$ cat src/rtl/fir_requant_decim.sv
// fir_requant_decim
//   Post-FIR output stage for the audio path. Keeps every DECIM-th valid
//   accumulator sample, rounds it half-up, shifts right by SHIFT, saturates
//   to OUT_WIDTH and queues it in a small FIFO read over valid/ready.
//
//   clk           clock
//   resetn        synchronous active-low reset
//   din           signed FIR accumulator sample (IN_WIDTH)
//   din_valid     din qualifier
//   m_tdata       signed requantised sample at the FIFO head (OUT_WIDTH)
//   m_tvalid      m_tdata valid
//   m_tready      downstream accept
//   clip          one-cycle pulse when a sample was saturated
//   overflow      sticky: a sample was dropped because the FIFO was full
//   overflow_clr  clears overflow (a simultaneous new drop wins)
module fir_requant_decim #(
    parameter int IN_WIDTH   = 32,
    parameter int OUT_WIDTH  = 16,
    parameter int SHIFT      = 15,
    parameter int DECIM      = 4,
    parameter int FIFO_DEPTH = 4
) (
    input  logic                 clk,
    input  logic                 resetn,
    input  logic [IN_WIDTH-1:0]  din,
    input  logic                 din_valid,
    output logic [OUT_WIDTH-1:0] m_tdata,
    output logic                 m_tvalid,
    input  logic                 m_tready,
    output logic                 clip,
    output logic                 overflow,
    input  logic                 overflow_clr
);

    localparam int PW  = (DECIM > 1) ? $clog2(DECIM) : 1;
    localparam int R1W = IN_WIDTH + 1 - SHIFT;
    localparam int AW  = (FIFO_DEPTH > 1) ? $clog2(FIFO_DEPTH) : 1;
    localparam int CW  = AW + 1;

    localparam logic [PW-1:0] PH_LAST = PW'(DECIM - 1);
    localparam logic signed [IN_WIDTH:0] RND =
        {{(IN_WIDTH - SHIFT + 1){1'b0}}, 1'b1, {(SHIFT - 1){1'b0}}};
    localparam logic signed [R1W-1:0] SAT_MAX =
        {{(R1W - OUT_WIDTH + 1){1'b0}}, {(OUT_WIDTH - 1){1'b1}}};
    localparam logic signed [R1W-1:0] SAT_MIN = ~SAT_MAX;
    localparam logic [OUT_WIDTH-1:0] OUT_MAX = {1'b0, {(OUT_WIDTH - 1){1'b1}}};
    localparam logic [OUT_WIDTH-1:0] OUT_MIN = {1'b1, {(OUT_WIDTH - 1){1'b0}}};

    logic [PW-1:0]          phase_q, phase_d;
    logic                   keep;
    logic signed [IN_WIDTH:0] sum;
    logic                   unused_lsb;
    logic                   v1_q, v2_q;
    logic signed [R1W-1:0]  r1_q;
    logic [OUT_WIDTH-1:0]   r2_q, r2_d;
    logic                   clip_q, clip_d;
    logic [OUT_WIDTH-1:0]   mem_q [FIFO_DEPTH];
    logic [AW-1:0]          wr_ptr_q, rd_ptr_q;
    logic [CW-1:0]          count_q;
    logic                   overflow_q;
    logic                   full, pop, push_ok, drop;

    // Decimation phase: advances only on valid input.
    assign keep = din_valid && (phase_q == PH_LAST);

    always_comb begin
        phase_d = phase_q;
        if (din_valid) begin
            phase_d = (phase_q == PH_LAST) ? '0 : phase_q + PW'(1);
        end
    end

    // One extra bit of headroom so adding the rounding constant never wraps;
    // taking the upper bits of the sum is the arithmetic shift.
    assign sum        = $signed({din[IN_WIDTH-1], din}) + RND;
    assign unused_lsb = ^sum[SHIFT-1:0];

    always_comb begin
        r2_d   = r1_q[OUT_WIDTH-1:0];
        clip_d = 1'b0;
        if (r1_q > SAT_MAX) begin
            r2_d   = OUT_MAX;
            clip_d = v1_q;
        end else if (r1_q < SAT_MIN) begin
            r2_d   = OUT_MIN;
            clip_d = v1_q;
        end
    end

    // A pop on the same edge frees the slot, so a full FIFO still accepts.
    assign full    = (count_q == CW'(FIFO_DEPTH));
    assign pop     = m_tvalid && m_tready;
    assign push_ok = v2_q && (!full || pop);
    assign drop    = v2_q && full && !pop;

    always_ff @(posedge clk) begin
        if (!resetn) begin
            phase_q    <= '0;
            v1_q       <= 1'b0;
            r1_q       <= '0;
            v2_q       <= 1'b0;
            r2_q       <= '0;
            clip_q     <= 1'b0;
            wr_ptr_q   <= '0;
            rd_ptr_q   <= '0;
            count_q    <= '0;
            overflow_q <= 1'b0;
        end else begin
            phase_q <= phase_d;
            v1_q    <= keep;
            if (keep) begin
                r1_q <= sum[IN_WIDTH:SHIFT];
            end
            v2_q   <= v1_q;
            r2_q   <= r2_d;
            clip_q <= clip_d;
            if (push_ok) begin
                wr_ptr_q <= wr_ptr_q + AW'(1);
            end
            if (pop) begin
                rd_ptr_q <= rd_ptr_q + AW'(1);
            end
            count_q <= count_q + CW'(push_ok) - CW'(pop);
            if (drop) begin
                overflow_q <= 1'b1;
            end else if (overflow_clr) begin
                overflow_q <= 1'b0;
            end
        end
    end

    always_ff @(posedge clk) begin
        if (resetn && push_ok) begin
            mem_q[wr_ptr_q] <= r2_q;
        end
    end

    assign m_tvalid = (count_q != '0);
    assign m_tdata  = m_tvalid ? mem_q[rd_ptr_q] : '0;
    assign clip     = clip_q;
    assign overflow = overflow_q;

endmodule

$ cat config.mk
export PLATFORM = sky130hd
export DESIGN_NAME = fir_requant_decim
export DESIGN_NICKNAME = d
export VERILOG_FILES = /design/src/rtl/fir_requant_decim.sv
export SDC_FILE = /design/constraint.sdc
export NUM_CORES = 1
export LEC_CHECK = 0
export CAP_MARGIN = 30
export CORE_UTILIZATION = 40
export CTS_CLUSTER_SIZE = 20
export DETAILED_ROUTE_END_ITERATION = 8
export DONT_BUFFER_PORTS = 1
export PLACE_DENSITY = 0.58
export SYNTH_ARGS = -nofsm -noshare
export SYNTH_HDL_FRONTEND = slang
export SYNTH_SLANG_ARGS = --single-unit
$ cat constraint.sdc
create_clock -name clk -period 3 [get_ports clk]
set_input_delay 0.3 -clock clk [delete_from_list [all_inputs] [get_ports clk]]
set_output_delay 0.3 -clock clk [all_outputs]
set_load 0.005 [all_outputs]
* Word-level counts from Yosys, hierarchy flattened *
Memories as Yosys holds them, arrays and structs flattened. A register that Yosys moved wholly into a read port is not among the register bits.
Cells that the tools add are included.

storage, ports and cells
  word-level logic and storage cells = 47
  input bits = 37
  output and inout bits = 19
  memories kept = 1
  RAM bits = 64
  bits in read-only memories = 0
  register bits = 47
  latch bits = 0

cells by class
  muxes and demuxes = 12
  multipliers = 0
  equal/unequal tests = 2
  order comparisons = 2
  shift-type cells = 0
  bitwise operators = 1
  divide/modulo/power cells = 0
  reductions and logical operators = 12
  $add $sub $neg = 6

memory list
  memory  words  width  rd ports  clocked after memory_dff  wr ports  RTL line  source
  mem_q   4      16     1         1                         1         57        logic [OUT_WIDTH-1:0] mem_q [FIFO_DEPTH];

operators with widths
  kind                                                                     number
  32-bit by 16-bit adder with 33-bit output (second input constant)        1
  16-bit two-way mux                                                       2
  18-bit by 16-bit > comparator with 1-bit output (second input constant)  1
  18-bit by 16-bit < comparator with 1-bit output (second input constant)  1
  15-bit two-way mux                                                       1
  2-bit by 1-bit adder with 2-bit output (second input constant)           3
  1-bit logical AND                                                        6
  1-bit two-way mux                                                        6
  2-bit two-way mux                                                        3
  3-bit by 1-bit adder with 3-bit output                                   1
  3-bit equality test (second input constant)                              1
  3-bit nonzero test                                                       1
  3-bit by 1-bit subtractor with 3-bit output                              1
  2-bit equality test (second input constant)                              1
  1-bit logical NOT                                                        2
  2-bit nonzero test                                                       1
  2-bit OR reduction                                                       1
  1-bit logical OR                                                         1
  1-bit NOT                                                                1

* Longest topological paths before layout *
  word-level depth = 7
  mapped depth = 12
  gate-level depth less buffers = 11

* Least setup slack after synthesis *
No wires, ideal clock.

  path type = reg-to-reg
  from = register count_q[2]
  to = register count_q[2]
  setup slack = 707 ps
  data arrival time = 2165 ps
  period minus slack after synthesis = 2293 ps
  buffers on the path = 1
  library setup time = 128 ps
  stages on the path, launching flop included = 12
  required time = 2872 ps
  cells stage by stage = dfxtp_1 > or3_1 > clkbuf_1 > and2_1 > ha_1 > inv_1 > ha_1 > inv_1 > fa_1 > xor2_1 > xnor2_1 > nor2_1

between the ends
  cells in the longest elaborated chain, start to end = 6
  elaborated cells on any way between the ends = 8
  classes of those cells = add/sub: 2; eq/ne: 1; reduce/logical: 5

ends and longest elaborated chain
  what                                           RTL line  source
  start, declared                                59        logic [CW-1:0] count_q;
  start signal, assigned                         123       count_q <= count_q + CW'(push_ok) - CW'(pop);
  3-bit nonzero test *                           138       assign m_tvalid = (count_q != '0);
  1-bit logical AND *                            92        assign pop = m_tvalid && m_tready;
  net pop                                        61        logic full, pop, push_ok, drop;
  1-bit logical OR                               93        assign push_ok = v2_q && (!full || pop);
  1-bit logical AND                              93
  3-bit by 1-bit adder with 3-bit output         123
  3-bit by 1-bit subtractor with 3-bit output *  123

The timed path passes the listed nets; every way through them passes the cells marked *.
A chain may end at the register's enable or synchronous reset.

* Worst setup path after layout *
  from = register count_q[1]
  to = register count_q[2]

between the ends
  cells in the longest elaborated chain, start to end = 6
  elaborated cells on any way between the ends = 8
  classes of those cells = add/sub: 2; eq/ne: 1; reduce/logical: 5

ends and longest elaborated chain
  what                                                              RTL line
  3-bit equality test / 3-bit nonzero test (equally long branches)  91, 138
  1-bit logical NOT / 1-bit logical AND (equally long branches)     93, 92
  1-bit logical OR                                                  93
  1-bit logical AND                                                 93
  3-bit by 1-bit adder with 3-bit output                            123
  3-bit by 1-bit subtractor with 3-bit output *                     123

Every way passes the cells marked *; elsewhere a longest branch is shown, timed or not.

==> out/metrics.cfg <==
[drt]
ant_nets = 0
vias = 2479
viasPerCell = 4.93
dr_wl_met3_um = 381
met1Wirelength_um = 3730
wire_per_inst_um = 15.4
drc = 0
drtPass1Iterations = 4
routed_wl_um = 7730
top_layer_used = met4
dr.first_iter.drc_count = 84
met2_length_um = 3540

[floorplan]
initial_core_util = 0.411
num_rows = 38
dieArea_mm2 = 0.0116
io_pins = 56
coreArea_mm2 = 0.0108
die_x_um = 108
die_h_um = 108

[sta]
tightest_slew_ns = 1.00
slew_headroom = 0.332
hold_viol_final = 0
fin_crit_ns = 2.38
fin_setup_tns_ns = 0
finalCritPeriodShare = 0.792
fmax_ghz = 0.421
whs_ns = 0.0275
finalSetupViolCount = 0
finalClockSkew_ns = 0.00714
rsz0062_at_grt = no
finalMaxSlewViolations = 0

[cts]
postCtsResizedCells = 0
htreeDepth = 4
clock_latency_ns = 0.51
post_cts_buffers = 0
cts_tree = built
cts_max_path_buffers = 2
cts.sinks = 113
cts_buffers = 17
clk_pin_slew_ns = 0.05
hold_buffers = 12
root_buffer = clkbuf_8

[global_route]
antenna_found_initial = 0
grt_pass1_vias = 2503
grt_start_max_net_pins = 34
grt_overflow = 0
grt_usage = 0.153
grt_pass1_wl_um = 12800

[place]
placed_area_mm2 = 0.00459
routabilityCongestion = 0.723
dp_hpwl_um = 4850
buffer_ports.inserted = 0

[finish]
fillers = 975
drive_gt1_frac = 0.143
final_cell_area_mm2 = 0.00528
multi_input_area_mm2 = 0.00143
n_antenna_cell = 0
area_growth_syn_to_layout_pct = 18.4
nets = 396
ff_latch_area_mm2 = 0.00290

[synth]
ys_seq_area_frac = 0.651
synthFlopType = edfxtp_1
syn_inst = 328
async_flop_share = 0
syn-cell-area_mm2 = 0.00446
syn_area_per_cell_um2 = 13.6
ys_ff_latch = 113
synthDistinctLibCells = 33
yosysWarnings = 0
syn_nets = 374
synth_edf_count = 64

[worst_setup_path]
worstPathCellList = nor4b_1, nor2b_1, inv_1, ha_1, inv_1, ha_1, inv_1, fa_1, xor2_1, xnor2_1, nor2_1
cp-end-kind = register
cp_num_buf_inv = 3
cp_top_family = adder cells
required_ns = 3.38
cp_max_fo = 7
crit_slowest_cell = nor4b_1
critPathLaunchType = register
cp.arrival_ns = 2.75
critPathKind = register to register
cp_common_cell = inv_1
slowest_delay_ns = 0.41

[pwr]
powerDensity_mw_per_mm2 = 788
ir_worst_vdd_v = 0.000338
leakagePower_nw = 1.85

[run]
drv_cap = 0

[worst_hold_path]
hold_class = primary input to register

[status]
outcome = finished clean

path summary, 6_finish.rpt:
check	start	to	slack [ns]	depth (start not counted)
min reg2reg	v1_q	v2_q	0.45	1
max	count_q[1]	count_q[2]	0.62	11
min	din[25]	r1_q[10]	0.03	2
max reg2reg	count_q[1]	count_q[2]	0.62	11
metal layers:
layer / vias up / GRT usage
met2: 58 / 0.225
met3: 4 / 0.0660
met1: 1181 / 0.195
met5: - / 0
li1: 1236 / -
met4: 0 / 0.0646
area by class of cell:
type                    count  area share
clock buffers              18      0.0791
clock inverters            14      0.0277
inverters                   7     0.00498
multi-input cells         191       0.271
flip-flops and latches    113       0.550
well taps                 140      0.0332
repair buffers             20      0.0341
flip-flops by register name, indices dropped and copies added, names as in the netlist, named ones only:
signal / count
mem_q: 64
r1_q: 18
r2_q: 16
count_q: 3
phase_q: 2
rd_ptr_q: 2
wr_ptr_q: 2
clip: 1
overflow: 1
v1_q: 1
v2_q: 1
per-stage QoR:
stage | std cells | power [mW] | utilization | setup WS [ns]
4_1_cts | 502 | 4.22 | 0.486 | 0.577
2_1_floorplan | 328 | 2.20 | - | 0.707
6_report | 503 | 4.16 | 0.487 | 0.624
3_3_place_gp | 458 | 2.30 | 0.423 | 0.625
5_1_grt | 503 | 4.35 | 0.487 | 0.355
3_5_place_dp | 458 | 2.31 | 0.423 | 0.600
synthesized netlist by cell type, types with 6 or more instances:
| cell | number | area (µm²) |
|---|---|---|
| edfxtp_1 | 64 | 1920 |
| dfxtp_1 | 49 | 981 |
| nor2_1 | 49 | 184 |
| and2_1 | 21 | 131 |
| mux4_2 | 16 | 360 |
| o21ai_0 | 14 | 70.1 |
| xor2_1 | 13 | 114 |
| a21oi_1 | 10 | 50.1 |
| clkbuf_1 | 10 | 37.5 |
| nand2_1 | 9 | 33.8 |
| ha_1 | 8 | 100 |
| and3_1 | 7 | 43.8 |
| inv_1 | 7 | 26.3 |
| nand4_1 | 6 | 37.5 |
kinds of logic (layout without fill, tap and decap cells):
logic type,after synthesis,count (layout),share of synthesized area
AO/OA/AOI/OAI,34,34,0.0429
XOR/XNOR,18,18,0.0353
adder cells (fa/ha/maj),9,9,0.0269
buffers and inverters,24,59,0.0281
flip-flops,113,113,0.651
multiplexers,20,20,0.0898
AND/OR/NAND/NOR,110,110,0.126
power breakdown:
part | total, mW | internal, mW | switching (mW)
Clock | 1.88 | 1.24 | 0.640
Combinational | 0.557 | 0.292 | 0.264
Sequential | 1.73 | 1.68 | 0.0478
Total | 4.16 | 3.21 | 0.952
cell usage in the layout, fill, tap and decap left out, types with 10 or more instances in the layout:
| cell | instances |
|---|---|
| xor2_1 | 13 |
| o21ai_0 | 14 |
| mux4_2 | 16 |
| dfxtp_1 | 49 |
| nor2_1 | 49 |
| edfxtp_1 | 64 |
| a21oi_1 | 10 |
| clkbuf_16 | 16 |
| dlygate4sd3_1 | 12 |
| and2_1 | 21 |
(Power assumes the default switching activity.)
